## src/rtl/dti_apb_slave_regfile.sv

```systemverilog
// APB4 completer register file: reg 0 = ID, reg 1 = status_i (read-only), regs 2.. = byte-strobed R/W.
// Optional wait states under `DTI_APB_SLV_WAIT_EN` (reg 3 [3:0] overrides WAIT_CYCLES when non-zero).
module dti_apb_slave_regfile #(
  parameter int          ADDR_WIDTH  = 32,
  parameter int          DATA_WIDTH  = 32,
  parameter int          STRB_WIDTH  = DATA_WIDTH/8,
  parameter int          NUM_REGS    = 16,
  parameter logic [31:0] ID_VALUE    = 32'hD71A_0B01,
  parameter int          WAIT_CYCLES = 0
) (
  input  logic                           PCLK,
  input  logic                           PRESETn,
  input  logic [ADDR_WIDTH-1:0]          PADDR,
  input  logic                           PSEL,
  input  logic                           PENABLE,
  input  logic                           PWRITE,
  input  logic [DATA_WIDTH-1:0]          PWDATA,
  input  logic [STRB_WIDTH-1:0]          PSTRB,
  output logic [DATA_WIDTH-1:0]          PRDATA,
  output logic                           PREADY,
  output logic                           PSLVERR,
  input  logic [DATA_WIDTH-1:0]          status_i,
  output logic [NUM_REGS*DATA_WIDTH-1:0] reg_q,
  output logic                           prot_err
);

  localparam int IW = $clog2(NUM_REGS);

  typedef enum logic [1:0] {IDLE, SETUP, ACCESS} state_t;

  state_t                  state_q, state_d, phase;
  logic [DATA_WIDTH-1:0]   regs [NUM_REGS];
  logic [IW-1:0]           idx_q, idx_in, resp_idx;
  logic                    write_q, err_q, err_in, resp_write, resp_err;
  logic [DATA_WIDTH-1:0]   wdata_q, resp_data;
  logic [STRB_WIDTH-1:0]   strb_q;
  logic                    latch, set_ready, commit, viol, cnt_ready, setup_ready;

  assign idx_in = PADDR[IW+1:2];
  assign err_in = (PADDR >= ADDR_WIDTH'(NUM_REGS*4)) || (PADDR[1:0] != 2'b00) ||
                  (PWRITE && (idx_in < IW'(2)));

`ifdef DTI_APB_SLV_WAIT_EN
  logic [31:0] cnt_q, wait_sel;
  assign wait_sel    = (regs[3][3:0] != 4'd0) ? 32'(regs[3][3:0]) : 32'(WAIT_CYCLES);
  assign setup_ready = (wait_sel == 32'd0);
  // PREADY is registered, so it is raised on the edge where the counter expires
  assign cnt_ready   = (cnt_q <= 32'd1);

  always_ff @(posedge PCLK or negedge PRESETn) begin
    if (!PRESETn)                                      cnt_q <= '0;
    else if (latch)                                    cnt_q <= wait_sel;
    else if (phase == ACCESS && !PREADY && cnt_q != 0) cnt_q <= cnt_q - 32'd1;
  end
`else
  assign setup_ready = 1'b1;
  assign cnt_ready   = 1'b1;
`endif

  // The registered state never holds SETUP: a setup cycle is recognised from IDLE plus the bus
  // pins, so back-to-back transfers pass ACCESS -> IDLE(reg) while decoding SETUP that cycle.
  always_ff @(posedge PCLK or negedge PRESETn) begin
    if (!PRESETn) state_q <= IDLE;
    else          state_q <= state_d;
  end

  always_comb begin
    phase      = state_q;
    state_d    = state_q;
    latch      = 1'b0;
    set_ready  = 1'b0;
    commit     = 1'b0;
    viol       = 1'b0;
    resp_idx   = idx_q;
    resp_write = write_q;
    resp_err   = err_q;
    if (state_q == IDLE && PSEL && !PENABLE) phase = SETUP;
    case (phase)
      IDLE: viol = PSEL && PENABLE;
      SETUP: begin
        state_d    = ACCESS;
        latch      = 1'b1;
        resp_idx   = idx_in;
        resp_write = PWRITE;
        resp_err   = err_in;
        set_ready  = setup_ready;
      end
      ACCESS: begin
        if (!PSEL) begin
          viol    = 1'b1;
          state_d = IDLE;
        end else if (PREADY) begin
          state_d = IDLE;
          commit  = PENABLE && write_q && !err_q;
        end else begin
          set_ready = cnt_ready;
        end
      end
      default: state_d = IDLE;
    endcase
  end

  always_comb begin
    resp_data = '0;
    if (!resp_write && !resp_err) begin
      if (resp_idx == IW'(0))      resp_data = ID_VALUE;
      else if (resp_idx == IW'(1)) resp_data = status_i;
      else                         resp_data = regs[resp_idx];
    end
  end

  always_ff @(posedge PCLK or negedge PRESETn) begin
    if (!PRESETn) begin
      PRDATA   <= '0;
      PREADY   <= 1'b0;
      PSLVERR  <= 1'b0;
      prot_err <= 1'b0;
      idx_q    <= '0;
      write_q  <= 1'b0;
      err_q    <= 1'b0;
      wdata_q  <= '0;
      strb_q   <= '0;
      for (int unsigned n = 0; n < NUM_REGS; n++) regs[n] <= '0;
    end else begin
      prot_err <= viol;
      if (latch) begin
        idx_q   <= idx_in;
        write_q <= PWRITE;
        err_q   <= err_in;
        wdata_q <= PWDATA;
        strb_q  <= PSTRB;
      end
      if (set_ready) begin
        PREADY  <= 1'b1;
        PRDATA  <= resp_data;
        PSLVERR <= resp_err;
      end else begin
        PREADY  <= 1'b0;
        PRDATA  <= '0;
        PSLVERR <= 1'b0;
      end
      if (commit) begin
        for (int unsigned b = 0; b < STRB_WIDTH; b++)
          if (strb_q[b]) regs[idx_q][b*8 +: 8] <= wdata_q[b*8 +: 8];
      end
    end
  end

  always_comb begin
    reg_q = '0;
    for (int unsigned n = 0; n < NUM_REGS; n++) reg_q[n*DATA_WIDTH +: DATA_WIDTH] = regs[n];
    reg_q[0 +: DATA_WIDTH]          = ID_VALUE;
    reg_q[DATA_WIDTH +: DATA_WIDTH] = status_i;
  end

endmodule
```

## config.mk

```make
export PLATFORM = sky130hd
export DESIGN_NAME = dti_apb_slave_regfile
export DESIGN_NICKNAME = d
export VERILOG_FILES = /design/src/rtl/dti_apb_slave_regfile.sv
export SDC_FILE = /design/constraint.sdc
export NUM_CORES = 1
export LEC_CHECK = 0
export BUFFER_PORTS_ARGS = -buffer_cell sky130_fd_sc_hd__buf_4
export CAP_MARGIN = 20
export CORE_MARGIN = 3
export CORE_UTILIZATION = 45
export DETAILED_ROUTE_END_ITERATION = 10
export GPL_TIMING_DRIVEN = 0
export MAX_ROUTING_LAYER = met4
export PLACE_DENSITY_LB_ADDON = 0.05
export SLEW_MARGIN = 20
export SYNTH_ARGS = -nofsm -noshare
export SYNTH_HDL_FRONTEND = slang
export SYNTH_SLANG_ARGS = --single-unit
```

## constraint.sdc

```tcl
create_clock -name PCLK -period 3.3 [get_ports PCLK]
set_clock_uncertainty 0.2 [all_clocks]
set_input_delay 0.66 -clock PCLK [delete_from_list [all_inputs] [get_ports PCLK]]
set_output_delay 0.66 -clock PCLK [all_outputs]
set_load 0.01 [all_outputs]
```

==> impl_metrics.yaml, run 1 <==
routing:
  dr.pass1.iters: 6
  drt_iter0_drc: 2032
  drc: 0
  wl_per_cell_um: 28.27
  drt-vias-per-instance: 5.485
  routed_wl_mm: 118.0
  num_vias: 22880
  ant_nets: 0
worst_setup_path:
  startpoint_type: "flip-flop"
  crit_arrival_ns: 3.67
  ff2ff_path_depth: 8
  path_class: "reg -> reg"
  worstPathRequired_ns: 3.65
  cp-end-kind: "flip-flop"
  crit_fanout: 10
synth:
  synth_cell_types: 49
  avgSynthCellArea_um2: 11.06
  synth_warnings: 0
  synth_edf_count: 0
  synth-main-ff-cell: "dfrtp_1"
  async_reset_ff_frac: 1.000
  synth_seq_cells: 545
  yosysSeqAreaShare: 0.4807
  syn_area_um2: 28370
  synthCells: 2565
sta:
  hold_viol_final: 0
  maxSlewHeadroom: 0.2384
  slew_viol_final: 0
  fin_crit_ns: 3.321
  fin_crit_sh: 1.007
  fmax_mhz: 301.1
  hold_ws_ns: 0.02407
  worst_slack_ns: -0.02146
  worst_slew_pin_slew_ns: 1.142
  rsz0062_at_grt: "true"
  finalSetupViolCount: 2
run_status:
  status: "complete, but fails checks"
  violations: "setup timing"
placement:
  hpwl_mm: 86.09
  gp_congestion: 0.9530
  portBuffers: 619
global_route:
  grt.total_usage: 0.3569
  antenna_found_initial: 0
  grt_overflow_total: 0
  grt_max_degree: 102
  grt_pass1_vias: 23210
  grt_pass1_wl_mm: 164.4
die:
  io_pins: 652
  start_util: 0.4572
  core_um2: 62050
  dieHeight_um: 257.1
  die_x_um: 257.1
  die_area_um2: 66100
  fp-row-count: 91
final_layout:
  area_growth_pct: 29.79
  antenna_cells: 0
  layout-drive-gt1-share: 0.5400
  fillers: 5382
  finalNetCount: 3390
power:
  power_uw: 17230
  ir_worst_vdd_mv: 0.4321
  power.density_nw_per_um2: 468.0
  leakagePower_uw: 0.01974
clocking:
  clk_latency_ns: 0.63
  cts-root-buf: "clkbuf_16"
  cts.clk_slew.worst_paths_ns: 0.06
  cts_tree: "done"
  clk_path_buf_depth: 3
  cts_buffers: 59
  htree_num_levels: 2
  cts.sinks: 545
hold_path:
  whs_path_depth: 3
  hold_path_class: "in -> reg"
run:
  max-cap-violations: 0
[metal layers]
layer | track usage | up-vias | routed length, µm
li1 | - | 9760 | -
met1 | 0.4354 | 11630 | 46430
met2 | 0.5759 | 1193 | 56590
met3 | 0.07411 | 296 | 9122
met4 | 0.1546 | 0 | 5826
met5 | - | - | 0
[flip-flops by register name (all words and copies together), names as in the netlist, 4 cells and up]
signal,count
reg_q,448
wdata_q,32
strb_q,4
regs,19
PRDATA,32
idx_q,4
[where the power goes]
part	switching, µW	total (µW)	leakage, µW	internal [µW]
clock network	2900	7590	0.00111	4690
logic	1990	2720	0.0111	730
registers	146	6920	0.00754	6770
total	5040	17200	0.0197	12200
[kinds of logic (layout without fill, tap and decap cells)]
family                 count (synthesis)  in the layout  synth area share
AND/OR/NAND/NOR                      602            602           0.08961
AO/OA/AOI/OAI                        180            180           0.04322
multiplexers                         595            595            0.2313
other                                  2             32         0.0002647
buffers and inverters                641           1381            0.1549
flip-flops                           545            545            0.4807
[synth_stat cells, types with 10 or more instances]
| master | n | area, µm² |
|---|---|---|
| clkbuf_1 | 90 | 337.8 |
| nand4_1 | 28 | 175.2 |
| mux2_2 | 472 | 5315 |
| a31oi_1 | 26 | 162.7 |
| nand3_1 | 55 | 275.3 |
| a21oi_1 | 40 | 200.2 |
| a32oi_1 | 28 | 245.2 |
| nor3_1 | 27 | 135.1 |
| o22ai_1 | 20 | 125.1 |
| buf_4 | 521 | 3911 |
| dfrtp_1 | 545 | 13640 |
| o31ai_1 | 20 | 150.1 |
| o21ai_1 | 10 | 50.05 |
| mux2i_1 | 121 | 1211 |
| buf_2 | 14 | 70.07 |
| nor2_1 | 67 | 251.5 |
| nand2_1 | 396 | 1486 |
[layout by cell type, fill, tap and decap left out, types with 4 or more instances in the layout]
master and n:
clkbuf_8 14, clkbuf_2 23, nor2_1 64, conb_1 32, nor4_1 8, o21ai_1 10
o21ai_0 7, clkbuf_16 61, dfrtp_1 545, buf_2 14, clkdlybuf4s15_2 4, and2_1 7
o31ai_1 18, a32oi_1 28, buf_4 1142, a31oi_1 26, a222oi_1 4, a22oi_1 9
bufinv_16 13, mux2i_4 4, mux2i_1 118, nand2b_1 4, nor3_1 25, a311o_1 5
nand4_1 28, nand3_1 55, nand2_1 394, clkinv_2 14, buf_16 6, mux2_2 472
o22ai_1 20, clkbuf_4 9, clkbuf_1 65, a21oi_1 40
[per-stage QoR]
stage	area, µm²	util	instances	TNS (ns)	setup slack (ns)
5_1_grt	36830	0.5934	4172	-0.00002465	-0.00002465
2_1_floorplan	28480	-	2595	0	0.5807
6_report	36830	0.5934	4172	-0.02418	-0.02146
4_1_cts	36780	0.5926	4172	0	0.001924
3_5_place_dp	34370	0.5538	4057	-46.04	-1.302
3_3_place_gp	34180	0.5508	4051	-2442.88	-4.506
[worst max-delay path: stages (launching register included)]
cell	delay (ns)
dfrtp_1	0.46
nor3b_1	0.30
buf_4	0.28
mux2i_2	0.78
clkbuf_1	0.63
nor2_1	0.15
a31oi_1	0.18
nand4_1	0.11
nand2_1	0.12
[area by class of cell]
cell class | count | area [µm²] | area share
clock buffer | 82 | 1745 | 0.04740
tap | 837 | 1047 | 0.02844
inverter | 5 | 18.77 | 0.0005096
timing repair buffer | 629 | 4870 | 0.1322
multi-input combinational | 1409 | 10550 | 0.2865
clock inverter | 29 | 478.0 | 0.01298
buffer | 636 | 4479 | 0.1216
sequential | 545 | 13640 | 0.3703
[timing repair]
action | CTS | global route
gates resized for setup | 56 | 26
setup buffers | 1 | 0
setup endpoints to repair | 62 | 60
hold buffers | 3 | 0
hold endpoints to repair | 68 | 0
[worst paths after layout]
path	startpoint	to	slack (ns)
setup / recovery	state_q[1]	PRDATA[30]	-0.02
hold / removal	PWDATA[28]	wdata_q[28]	0.02
setup reg to reg	state_q[1]	PRDATA[30]	-0.02
hold reg to reg	strb_q[0]	strb_q[0]	0.29
max in group asynchronous	PRESETn	reg_q[140]	1.12
min in group asynchronous	PRESETn	reg_q[316]	0.39
Power figures use the tool's default switching activity.
==> inputs of run 2 (changes only) <==
Settings changed: CAP_MARGIN 20 to not set, GPL_ROUTABILITY_DRIVEN set to 0, REMOVE_ABC_BUFFERS set to 1.
==> run 2 against run 1 <==
Compared with the run above:
- the flow now finishes without violations
- core utilization decreased by 5.6 points
- sequential power increased by 3.0%
- cell area decreased by 9.4%
==> impl_metrics.yaml, run 2 (synthesis gave the netlist of run 1 again) <==
clocking:
  clk_latency_ns: 0.62
  htree_num_levels: 2
  cts.sinks: 545
  clk_path_buf_depth: 3
  cts-root-buf: "clkbuf_16"
  cts_tree: "done"
  cts_buffers: 61
  cts.clk_slew.worst_paths_ns: 0.06
sta:
  worst_slack_ns: 0.1078
  slew_viol_final: 0
  fin_crit_ns: 3.192
  fmax_mhz: 313.3
  rsz0062_at_grt: "false"
  fin_crit_sh: 0.9673
  hold_viol_final: 0
  fin_tns_setup_ns: 0
  finalSetupViolCount: 0
  worst_slew_pin_slew_ns: 0.9381
  maxSlewHeadroom: 0.3698
final_layout:
  finalNetCount: 2821
  layout-drive-gt1-share: 0.4649
  mostFrequentLayoutCells: "633 x buf_4, 543 x dfrtp_1, 472 x mux2_2"
  final_cells: 3609
  final_common_cell: "buf_4"
  largest_reg_flops: 448
  area_growth_pct: 17.64
worst_setup_path:
  startpoint_type: "flip-flop"
  crit_arrival_ns: 3.53
  path_class: "reg -> reg"
  ff2ff_path_depth: 6
  worstPathRequired_ns: 3.64
  cp-end-kind: "flip-flop"
  crit_fanout: 31
run:
  max-cap-violations: 0
routing:
  routed_wl_mm: 102.1
  wl_per_cell_um: 28.29
  drt_iter0_drc: 1475
  drt-vias-per-instance: 5.463
  ant_nets: 0
  dr.pass1.iters: 6
  drc: 0
  num_vias: 19720
die:
  start_util: 0.4572
  dieHeight_um: 257.1
  die_area_um2: 66100
  io_pins: 652
  core_um2: 62050
  fp-row-count: 91
  die_x_um: 257.1
run_status:
  status: "complete, no violations"
global_route:
  grt.total_usage: 0.3103
  grt_pass1_vias: 19880
  grt_max_degree: 96
  grt_pass1_wl_mm: 145.4
  grt_overflow_total: 0
  antenna_found_initial: 6
power:
  ir_worst_vdd_mv: 0.5055
  leakagePower_uw: 0.01710
  power.density_nw_per_um2: 496.6
hold_path:
  whs_path_depth: 3
  hold_path_class: "in -> reg"
placement:
  preCtsSetupSlack_ns: -1.635
  placedCellCount: 3458
  portBuffers: 619
  hpwl_mm: 71.74
run 2: cell types whose count changed in the layout (fill, tap and decap cells not counted), moves of 6 or more:
cell	change
clkbuf_1	-50
diode_2	+6
clkbuf_8	+7
dlygate4sd3_1	+8
buf_16	+17
bufinv_16	-9
buf_4	-509
clkbuf_4	-9
buf_8	+6
clkbuf_2	-23
buf_2	-13
buf_12	+8
run 2: per-stage QoR:
stage	utilization	hold slack, ns	power, µW	instance area [µm²]
final	0.5379	0.03717	16570	33380
after global routing	0.5379	0.02157	17160	33380
after CTS	0.5370	0.0001610	16680	33320
after detailed placement	0.4967	0.2576	9521	30820
after global placement	0.4803	0.2533	9245	29800
after floorplan	-	0.1644	8089	24110
run 2: critical path: stages (launching register included):
cell and delay (ns):
dfrtp_2 0.45, or3b_4 0.55, buf_16 0.27, or4_4 0.63
a21oi_4 0.69, nand2_1 0.16, o21ai_1 0.16
run 2: worst paths after layout:
path	to	startpoint	slack, ns
max in group asynchronous	PRDATA[22]	PRESETn	0.88
min in group asynchronous	PRDATA[10]	PRESETn	0.35
worst max-delay path	PRDATA[26]	state_q[1]	0.11
worst max register to register	PRDATA[26]	state_q[1]	0.11
worst min register to register	strb_q[0]	strb_q[0]	0.27
worst min-delay path	wdata_q[20]	PWDATA[20]	0.04
run 2: power by group:
group          switching, µW  internal (µW)  leakage (µW)
Combinational           1550            922       0.00853
Clock                   2800           4180       0.00103
Sequential               359           6770       0.00754
Total                   4700          11900        0.0171
run 2: timing repair:
action | 4_1_cts | 5_1_grt
setup buffers | 16 | 3
resized for setup | 13 | 4
hold buffers | 11 | 0
endpoints found under the hold margin | 50 | 0
gates cloned | 4 | 0
pin swaps | 7 | 2
endpoints found under the setup margin | 76 | 30
run 2: layer usage:
layer | track usage | wire (µm) | vias to the layer above
li1 | - | - | 8640
met1 | 0.3889 | 41560 | 10140
met3 | 0.07184 | 7620 | 179
met5 | - | 0 | -
met4 | 0.09827 | 3582 | 0
met2 | 0.5001 | 49350 | 759
run 2: cell type report:
type	instances	area [µm²]
fillers	5498	28680
flip-flops and latches	545	13640
multi-input cells	1409	10610
repair buffers	692	5918
clock buffers	99	1922
well taps	837	1047
clock inverters	14	148.9
inverters	5	60.06
repair inverters	2	17.52
diodes	6	15.01
==> inputs of run 3 (changes only) <==
Settings changed: HOLD_SLACK_MARGIN set to 0.1, REMOVE_ABC_BUFFERS 1 to not set.
==> run 3 against run 2 <==
Compared with the run above:
- the flow now finishes with violations (setup timing)
- cell area rose by 11%
- worst setup slack got worse by 0.15 ns
- via count rose by 16%
- sequential share of layout area fell by 4.1 points
==> impl_metrics.yaml, run 3 (synthesis gave the netlist of run 1 again) <==
global_route:
  grt_pass1_vias: 23220
  grt_pass1_wl_mm: 165.3
  grt.total_usage: 0.3574
  antenna_found_initial: 3
  grt_max_degree: 95
  grt_overflow_total: 0
sta:
  fin_crit_sh: 1.012
  rsz0062_at_grt: "true"
  hold_ws_ns: 0.1261
  maxSlewHeadroom: 0.2645
  hold_viol_final: 0
  fin_crit_ns: 3.339
  slew_viol_final: 0
  finalSetupViolCount: 6
  worst_slew_pin_slew_ns: 1.103
  fmax_mhz: 299.5
  worst_slack_ns: -0.03937
clocking:
  htree_num_levels: 2
  cts_tree: "done"
  clk_path_buf_depth: 3
  clk_latency_ns: 0.64
  cts_buffers: 60
  cts.sinks: 545
  cts-root-buf: "clkbuf_16"
  cts.clk_slew.worst_paths_ns: 0.06
power:
  ir_worst_vdd_mv: 0.4421
  power.density_nw_per_um2: 453.1
  leakagePower_uw: 0.01984
  power_uw: 16800
run_status:
  violations: "setup timing"
  status: "complete, but fails checks"
die:
  start_util: 0.4572
  fp-row-count: 91
  io_pins: 652
  die_area_um2: 66100
  dieHeight_um: 257.1
  die_x_um: 257.1
  core_um2: 62050
placement:
  dpl-instance-area_um2: 34370
  portBuffers: 619
  hpwl_mm: 85.80
  placedCellCount: 4058
final_layout:
  final_cells: 4213
  area_growth_pct: 30.70
  utilization: 0.5976
  layout-drive-gt1-share: 0.5331
  finalNetCount: 3431
  largest_reg_flops: 448
  fin_area_um2: 37080
  final_common_cell: "buf_4"
  mostFrequentLayoutCells: "1,145 x buf_4, 545 x dfrtp_1, 472 x mux2_2"
routing:
  num_vias: 22960
  drt-vias-per-instance: 5.451
  drc: 0
  dr.pass1.iters: 8
  ant_nets: 0
  routed_wl_mm: 118.1
  drt_iter0_drc: 2156
  wl_per_cell_um: 28.03
worst_setup_path:
  worstPathRequired_ns: 3.60
  startpoint_type: "flip-flop"
  crit_arrival_ns: 3.64
  crit_fanout: 10
  path_class: "reg -> reg"
  cp-end-kind: "flip-flop"
run:
  max-cap-violations: 0
hold_path:
  hold_path_class: "in -> reg"
==> run 3: cell types whose count changed in the layout (fill, tap and decap cells not counted), moves of 5 or more <==
cell / previous run / this run
buf_4: 633 / 1145
buf_16: 23 / 6
buf_12: 9 / 1
buf_8: 7 / 1
buf_2: 1 / 13
clkbuf_2: 0 / 24
clkbuf_1: 15 / 69
nor2_4: 6 / 1
clkbuf_4: 0 / 8
dlygate4sd3_1: 11 / 40
==> run 3: cell type report <==
cell class	instances	area (µm²)
inverter	5	18.77
timing repair buffer	669	5263
sequential	545	13640
buffer	636	4482
tap	837	1047
clock inverter	15	210.2
antenna	3	7.507
clock buffer	94	1881
fill	5390	24970
multi-input combinational	1409	10540
==> run 3: path summary, 6_finish.rpt <==
kind / startpoint / endpoint / slack (ns) / cells past startpoint
max: state_q[1] / PRDATA[21] / -0.04 / 10
min: PENABLE / prot_err / 0.13 / 3
max reg2reg: state_q[1] / PRDATA[21] / -0.04 / 10
min reg2reg: strb_q[2] / strb_q[2] / 0.28 / 2
max in group asynchronous: PRESETn / reg_q[484] / 0.89 / 5
min in group asynchronous: PRESETn / reg_q[444] / 0.35 / 2
==> run 3: metal layers <==
| metal | up-vias | wire, µm | GRT usage |
|---|---|---|---|
| met1 | 11570 | 45700 | 0.4353 |
| li1 | 9851 | - | - |
| met3 | 289 | 9982 | 0.07627 |
| met2 | 1259 | 56650 | 0.5763 |
| met4 | 0 | 5771 | 0.1542 |
| met5 | - | 0 | - |
==> run 3: power by group <==
part / total [µW] / switching (µW) / internal [µW] / leakage, µW
logic: 2770 / 2010 / 759 / 0.0113
registers: 6920 / 146 / 6770 / 0.00754
clock network: 7110 / 2840 / 4270 / 0.00104
total: 16800 / 5000 / 11800 / 0.0198
==> run 3: what timing repair did <==
action / CTS / global route
endpoints found under the setup margin: 62 / 12
resized for setup: 59 / 16
hold buffers: 40 / 0
pin swaps: 0 / 1
hold endpoints to repair: 93 / 0
buffers inserted: 1 / 2
==> run 3: metrics by stage <==
stage	setup TNS (ns)	setup WS (ns)
5_1_grt	-0.1117	-0.03970
3_3_place_gp	-2461.91	-4.529
2_1_floorplan	0	0.5807
4_1_cts	0	0.04022
6_report	-0.1556	-0.03937
3_5_place_dp	-52.89	-1.436
==> run 3: critical path, stage by stage (launching register included) <==
cell and delay, ns:
dfrtp_1 0.47, nor3b_2 0.27, buf_4 0.25, mux2i_2 0.55
inv_2 0.21, buf_2 0.36, clkbuf_2 0.38, nand2_1 0.15
nand3_1 0.08, nand4_1 0.18, o31ai_1 0.11
